--- src/rtl/display_pkg.sv ---
// Shared types and segment tables for the product display stage.
// Digit codes are stored active-low to match the DE1-SoC HEX wiring.
package display_pkg;

  typedef enum logic [1:0] {
    IDLE,
    CONVERT,
    UPDATE
  } state_t;

  localparam logic [6:0] SEG_BLANK = 7'h7F;

  localparam logic [6:0] SEG_DIGIT [10] = '{
    7'h40, 7'h79, 7'h24, 7'h30, 7'h19,
    7'h12, 7'h02, 7'h78, 7'h00, 7'h10
  };

  // Active-low code for a digit, or blank; inverted for active-high boards.
  function automatic logic [6:0] seg_code(
    input logic [3:0] d,
    input logic       blank,
    input bit         active_low
  );
    logic [6:0] c;
    if (blank || d > 4'd9) c = SEG_BLANK;
    else                   c = SEG_DIGIT[d];
    return active_low ? c : ~c;
  endfunction

  // Double-dabble correction for one BCD nibble ahead of a shift.
  function automatic logic [3:0] add3(input logic [3:0] n);
    return (n >= 4'd5) ? n + 4'd3 : n;
  endfunction

endpackage

--- src/rtl/seven_seg_decoder.sv ---
// Combinational BCD digit to seven-segment decoder.
// Output bit order is {g,f,e,d,c,b,a}.
module seven_seg_decoder
  import display_pkg::*;
#(
  parameter bit ACTIVE_LOW = 1'b1
) (
  input  logic [3:0] digit,
  input  logic       blank,
  output logic [6:0] seg
);

  // Table lookup with blanking and polarity handled in the helper.
  always_comb begin
    seg = seg_code(digit, blank, ACTIVE_LOW);
  end

endmodule

--- src/rtl/product_bcd_display.sv ---
// Captures the multiplier product on done's rising edge, converts it
// to BCD by serial double-dabble and drives three HEX displays.
module product_bcd_display
  import display_pkg::*;
#(
  parameter bit BLANK_LEADING = 1'b1,
  parameter bit ACTIVE_LOW    = 1'b1
) (
  input  logic       clk,
  input  logic       rst,
  input  logic [7:0] Y,
  input  logic       done,
  output logic [6:0] hex0,
  output logic [6:0] hex1,
  output logic [6:0] hex2,
  output logic       busy,
  output logic       valid
);

  localparam logic [6:0] RST_LEAD =
    seg_code(4'd0, BLANK_LEADING, ACTIVE_LOW);
  localparam logic [6:0] RST_UNIT =
    seg_code(4'd0, 1'b0, ACTIVE_LOW);

  state_t      state;
  state_t      state_nx;
  logic        done_q;
  logic        cap;
  logic [19:0] sh;
  logic [19:0] dab;
  logic [2:0]  cnt;
  logic [3:0]  hund;
  logic [3:0]  tens;
  logic [3:0]  units;
  logic        blank2;
  logic        blank1;
  logic [6:0]  seg0;
  logic [6:0]  seg1;
  logic [6:0]  seg2;

  assign cap   = done & ~done_q;
  assign busy  = (state != IDLE);
  assign hund  = sh[19:16];
  assign tens  = sh[15:12];
  assign units = sh[11:8];

  // done_q resets high so a level held across reset is not an event.
  always_ff @(posedge clk) begin
    if (rst) done_q <= 1'b1;
    else     done_q <= done;
  end

  // State register.
  always_ff @(posedge clk) begin
    if (rst) state <= IDLE;
    else     state <= state_nx;
  end

  // Next-state logic; eight shifts then one update cycle.
  always_comb begin
    state_nx = state;
    unique case (state)
      IDLE:    if (cap) state_nx = CONVERT;
      CONVERT: if (cnt == 3'd7) state_nx = UPDATE;
      UPDATE:  state_nx = IDLE;
      default: state_nx = IDLE;
    endcase
  end

  // Nibble corrections applied before each shift.
  always_comb begin
    dab = {add3(sh[19:16]), add3(sh[15:12]),
           add3(sh[11:8]), sh[7:0]};
  end

  // Shift register and shift counter; Y is sampled only at capture.
  always_ff @(posedge clk) begin
    if (rst) begin
      sh  <= '0;
      cnt <= '0;
    end else begin
      unique case (state)
        IDLE: begin
          if (cap) begin
            sh  <= {12'b0, Y};
            cnt <= '0;
          end
        end
        CONVERT: begin
          sh  <= {dab[18:0], 1'b0};
          cnt <= cnt + 3'd1;
        end
        default: ;
      endcase
    end
  end

  always_comb begin
    blank2 = BLANK_LEADING && (hund == 4'd0);
    blank1 = BLANK_LEADING && (hund == 4'd0) && (tens == 4'd0);
  end

  seven_seg_decoder #(.ACTIVE_LOW(ACTIVE_LOW)) u_dec0 (
    .digit(units),
    .blank(1'b0),
    .seg  (seg0)
  );

  seven_seg_decoder #(.ACTIVE_LOW(ACTIVE_LOW)) u_dec1 (
    .digit(tens),
    .blank(blank1),
    .seg  (seg1)
  );

  seven_seg_decoder #(.ACTIVE_LOW(ACTIVE_LOW)) u_dec2 (
    .digit(hund),
    .blank(blank2),
    .seg  (seg2)
  );

  // Display registers hold the last result until the next update.
  always_ff @(posedge clk) begin
    if (rst) begin
      hex0  <= RST_UNIT;
      hex1  <= RST_LEAD;
      hex2  <= RST_LEAD;
      valid <= 1'b0;
    end else begin
      valid <= (state == UPDATE);
      if (state == UPDATE) begin
        hex0 <= seg0;
        hex1 <= seg1;
        hex2 <= seg2;
      end
    end
  end

endmodule
--- config.mk ---
export PLATFORM = sky130hd
export DESIGN_NAME = product_bcd_display
export DESIGN_NICKNAME = d
export VERILOG_FILES = /design/src/rtl/display_pkg.sv /design/src/rtl/seven_seg_decoder.sv /design/src/rtl/product_bcd_display.sv
export SDC_FILE = /design/constraint.sdc
export NUM_CORES = 1
export LEC_CHECK = 0
export BUFFER_PORTS_ARGS = -buffer_cell sky130_fd_sc_hd__buf_2
export CORE_MARGIN = 3
export CORE_UTILIZATION = 55
export CTS_BUF_LIST = sky130_fd_sc_hd__clkbuf_8
export DETAILED_ROUTE_END_ITERATION = 8
export PLACE_DENSITY_LB_ADDON = 0.12
export SETUP_SLACK_MARGIN = 0.05
export SLEW_MARGIN = 15
export SYNTH_ARGS = -nofsm -noshare
export SYNTH_HDL_FRONTEND = slang
export SYNTH_SLANG_ARGS = --single-unit
--- constraint.sdc ---
create_clock -name clk -period 1.61 [get_ports clk]
set_input_delay 0.322 -clock clk [delete_from_list [all_inputs] [get_ports clk]]
set_output_delay 0.322 -clock clk [all_outputs]
set_load 0.005 [all_outputs]
### After elaboration in Yosys (flattened, before gate mapping)

Memories as Yosys holds them, arrays and structs flattened.
Index checks and enable logic that the tools add are counted.

| word-level totals | value |
|---|---|
| bits in registers | 48 |
| bits in read-only memories | 336 |
| input port bits | 11 |
| output and inout port bits | 23 |
| memories kept | 3 |

| cells by class | value |
|---|---|
| add/sub/neg operators | 4 |
| magnitude comparators | 9 |
| eq/ne operators | 5 |
| muxes and demuxes | 19 |
| bitwise logic cells | 5 |
| reductions and logical operators | 10 |

Memory list:

| name | words | width | read ports | clocked after memory_dff | wr ports | RTL line | source |
|---|---|---|---|---|---|---|---|
| (no name shown) | 16 | 7 | 1 | 0 | 0 | display_pkg.sv:26 | `else c = SEG_DIGIT[d];` |
| (no name shown) | 16 | 7 | 1 | 0 | 0 | display_pkg.sv:26 |  |
| (no name shown) | 16 | 7 | 1 | 0 | 0 | display_pkg.sv:26 |  |

Operators by type and width:

| cell | count |
|---|---|
| $mux W7 | 9 |
| $pmux W20 S2 | 1 |
| $mux W20 | 1 |
| $ge A5 B5 Y1 const B | 3 |
| $not A4 Y5 | 3 |
| $ge A4 B3 Y1 const B | 3 |
| $gt A4 B4 Y1 const B | 3 |
| $add A4 B2 Y4 const B | 2 |
| $logic_not A4 Y1 | 2 |
| $mux W4 | 2 |
| $mux W3 | 2 |
| $pmux W3 S2 | 1 |
| $mux W2 | 2 |
| $ne A2 B2 Y1 const B | 2 |
| $pmux W2 S2 | 1 |
| $reduce_and A2 Y1 | 2 |
| $reduce_bool A2 Y1 | 2 |
| $add A3 B1 Y3 const B | 1 |
| $add A3 B2 Y3 const B | 1 |
| $eq A3 B3 Y1 const B | 1 |
| $eq A2 B1 Y1 const B | 1 |
| $eq A2 B2 Y1 const B | 1 |
| $logic_not A2 Y1 | 1 |
| $logic_or A1 B1 Y1 | 2 |
| 3 further kinds | 3 |

### Depth between registers and ports, before layout

| logic depth | value |
|---|---|
| word-level depth | 5 |
| depth in mapped cells | 6 |
| mapped depth without buffers | 6 |

### Hierarchy

From an unflattened synthesis, not the netlist that was laid out.

| unflattened totals | value |
|---|---|
| cell total of the unflattened synthesis | 337 |
| area, all modules | 2792.7 µm² |

By module, submodules not included:

| module | times used | cells an instance | area each (µm²) | seq. area each (µm²) |
|---|---|---|---|---|
| product_bcd_display | 1 | 250 | 2162.1 | 960.9 |
| seven_seg_decoder | 3 | 29 | 210.2 | 0.0 |

### Worst setup path before layout

OpenSTA, ideal clock, no wires.

| timing path | value |
|---|---|
| kind | register to register |
| from | reg sh[12] |
| to | reg hex1[1] |
| arrival time | 1.331 ns |
| data required time | 1.465 ns |
| setup slack | 0.134 ns |
| cell stages (with the launch flop) | 7 |
| path buffers | 0 |
| clock period less this slack | 1.476 ns |
| cell sequence | dfxtp_1 > inv_1 > ha_1 > nor2_1 > o21a_1 > a41oi_1 > a31oi_1 |

| between the ends | value |
|---|---|
| word-level cells in the longest chain between the ends | 5 |
| elaborated cells between the ends (all ways) | 9 |

Ends and longest elaborated chain:

| what | RTL line | source |
|---|---|---|
| start: declaration | product_bcd_display.sv:29 | `logic [19:0] sh;` |
| start signal: assignment | product_bcd_display.sv:85 | `sh <= {12'b0, Y};` |
| start signal: assignment | product_bcd_display.sv:90 | `sh <= {dab[18:0], 1'b0};` |
| $not A4 Y5 (implied by the code) | display_pkg.sv:26 |  |
| $mem_v2 Z16 W7 | n/a |  |
| $mux W7 (implied by the code) (2 in a row) | display_pkg.sv:26 |  |
| $mux W7 (*) | display_pkg.sv:25 | `if (blank \|\| d > 4'd9) c = SEG_BLANK;` |
| end signal: assignment | product_bcd_display.sv:132 | `hex1 <= seg1;` |
| end: declaration | product_bcd_display.sv:14 | `output logic [6:0] hex1,` |

Every way passes the cells marked *; elsewhere a longest branch is shown, timed or not. The select of a mux whose other input is x is not followed.
A chain may end at the register's enable or synchronous reset.

### Worst setup path after layout

| timing path | value |
|---|---|
| from | reg sh[13] |
| to | reg sh[14] |

| between the ends | value |
|---|---|
| word-level cells in the longest chain between the ends | 3 |
| elaborated cells between the ends (all ways) | 4 |

Ends and longest elaborated chain:

| what | RTL line | source |
|---|---|---|
| $add A4 B2 Y4 / $ge A4 B3 Y1 (equally long branches) | display_pkg.sv:32 | `return (n >= 4'd5) ? n + 4'd3 : n;` |
| $mux W4 (*) | display_pkg.sv:32 |  |
| $pmux W20 S2 (*) | product_bcd_display.sv:82 | `unique case (state)` |

Every way passes the cells marked *; elsewhere a longest branch is shown, timed or not.

==> flow_summary.toml <==
[run_status]
status = "complete, no violations"

[power]
leakage_nw = 1.13
power_frac_comb = 0.063
switching_power_w = 0.000468
p_clk_frac = 0.359
switching_share = 0.221
internal-power_w = 0.00164
p_seq_frac = 0.578
power_w = 0.00211
power_density_nw_per_um2 = 749
ir_worst_vdd_mv = 0.435

[timing]
final.setup.tns_ns = 0
relSlewSlack = 0.704
rsz0062_at_grt = "yes"
worst_pin_slew_ns = 0.443
fmax_ghz = 0.678
timing.final.crit_period_ns = 1.47
final_hold_viol_count = 0
finalCritPeriodShare = 0.916
finalClockSkew_ns = 0.00698
setup_viol = 0
maxSlewViolCount = 0

[finish]
n_fill_cell = 360
syn_to_final_growth_pct = 16.1
final_area_um2 = 2820
n_antenna_cell = 0
drive_gt1_frac = 0.236
final_common_cell = "dfxtp_1"
final_cell_mix = "dfxtp_1, buf_2, nor2_1, nand2_1, nor3_1"
num-nets-final = 354

[yosys]
ys_seq_elements = 48
synthFlopType = "dfxtp_1"
synthArstFlopShare = 0
seq_area_frac_synth = 0.396
ys_types = 41
syn_inst = 286
synth_edf_count = 0
netlist_area_um2 = 2430
synth_nets = 314
avgSynthCellArea_um2 = 8.49
synth_warnings = 0

[global_route]
grt-ovfl-total = 0
grt_usage = 0.200
grt_pass1_vias = 1863
grt_max_degree = 21
antenna_found_initial = 0
grt_pass1_wl_mm = 8.38

[floorplanning]
num_rows = 23
start_util = 0.590
die_h_um = 72.5
core_um2 = 4120
io-pin-count = 34
die-area_um2 = 5250
die_w_um = 72.5

[place]
port_buffers = 33
place.detailed.hpwl_mm = 3.50
placed_cell_area_um2 = 2690
globalplace.congestion = 0.830

[drt]
wl_per_cell_um = 13.2
vias_per_cell = 5.47
num_vias = 2056
drtIter0Drc = 99
detail-route-antenna-nets = 0
drt_wl_total_mm = 4.95
drc = 0
firstDrtPassIters = 4

[cts]
cts_buffers = 5
clk_path_buf_depth = 2
htree_levels = 2
cts.sink_count = 48
clock_latency_ns = 0.30
cts_tree = "yes"
clkSlewWorstSetupHoldPaths_ns = 0.08
clockRootBuffer = "clkbuf_8"

[worst_setup_path]
reg2reg_slack_ns = 0.14
worstSetupStartpointType = "register"
crit_start = "sh[13]"
slowest_stage = "dfxtp_1"
worstSetupPathType = "register to register"
crit_path_max_incr_delay_ns = 0.34
crit_required_ns = 1.86
path_cells = "inv_1, ha_2, nand2b_1, a21oi_2, mux2i_1, a22o_1"
critPathMaxFanout = 4
cp-end-kind = "register"
cp.arrival_ns = 1.72
regToRegStartpoint = "sh[13]"

[job]
max_cap_viol_count = 0

[worst_hold_path]
worstHoldStart = "done"
worstHoldPathType = "primary input to register"
synthesized netlist by cell type (2+ instances only):
cell,count,share of area
nor2b_1,3,0.0077
or2_2,2,0.0052
dfxtp_1,48,0.40
inv_1,8,0.012
buf_2,11,0.023
nand3_1,3,0.0062
a21oi_1,16,0.033
o21bai_1,2,0.0062
nor2_1,30,0.046
a211oi_1,3,0.0093
o21a_1,5,0.015
nand2b_1,15,0.039
xnor2_1,3,0.011
ha_1,17,0.088
a211o_1,2,0.0072
clkbuf_1,4,0.0062
a21o_1,3,0.0093
nand2_1,26,0.040
a31oi_1,12,0.031
a22o_1,7,0.025
a311oi_1,7,0.025
nor3_1,21,0.043
mux2i_1,5,0.021
a22oi_1,4,0.012
o21ai_0,13,0.027
logic make-up after synthesis:
logic type | count (synthesis) | share of synthesized area
and+or+nand+nor | 104 | 0.201
AOI/OAI and AO/OA | 79 | 0.222
DFF | 48 | 0.396
buffers and inverters | 28 | 0.0541
adders and majority gates | 17 | 0.0876
muxes | 6 | 0.0252
xor gates and xnor gates | 4 | 0.0144
power by group through the flow:
stage / clock network, W / registers (W) / logic (W)
4_1_cts: 0.000783 / 0.00122 / 0.000134
3_5_place_dp: 0 / 0.00125 / 0.000133
2_1_floorplan: 0 / 0.00125 / 0.0000934
5_1_grt: 0.000823 / 0.00122 / 0.000150
3_3_place_gp: 0 / 0.00125 / 0.000132
6_report: 0.000759 / 0.00122 / 0.000133
worst paths after layout:
kind,endpoint,cells after the start
hold / removal,done_q,2
hold reg to reg,sh[6],2
setup / recovery,sh[14],6
setup reg to reg,sh[14],6
state kept, by name, indices dropped and copies added (netlist names):
register and flops:
sh 20, hex1 7, cnt 3, hex2 7, hex0 7, valid 1, done_q 1, state 2
critical path, delay by kind of cell (launching register included):
kind | cells | cell delay (ns)
multiplexers | 1 | 0.25
adder cells (fa/ha/maj) | 1 | 0.21
AND/OR/NAND/NOR | 1 | 0.18
AO/OA/AOI/OAI | 2 | 0.36
buffers and inverters | 1 | 0.09
flip-flops | 1 | 0.34
what timing repair did:
action / 4_1_cts / 5_1_grt
resized for setup: 1 / 10
pin swaps: 0 / 2
endpoints found under the setup margin: 1 / 20
hold buffers: 0 / 0
cloned: 0 / 0
buffers inserted: 0 / 1
per-layer routing:
layer,track usage,wire length [µm],up-vias
met5,0,0,-
met4,0.0943,86,0
met3,0.0332,213,8
met2,0.308,2120,44
met1,0.272,2540,923
li1,-,-,1081
layout make-up:
cell class	instances	area [µm²]	area share
multi-input cells	210	1360	0.480
flip-flops and latches	48	965	0.342
repair buffers	52	308	0.109
clock buffers	7	96.3	0.0342
well taps	50	62.6	0.0222
inverters	9	33.8	0.0120
stage by stage:
| stage | hold WS (ns) | utilization | setup WS [ns] | cells |
|---|---|---|---|---|
| detailed placement | 0.471 | 0.655 | 0.0933 | 368 |
| CTS | 0.223 | 0.679 | 0.0750 | 375 |
| finish | 0.230 | 0.685 | 0.136 | 376 |
| floorplan | 0.429 | - | 0.134 | 286 |
| global placement | 0.464 | 0.655 | 0.112 | 368 |
| global route | 0.244 | 0.685 | 0.0372 | 376 |
Note: power is estimated with default switching activity, not from simulation.
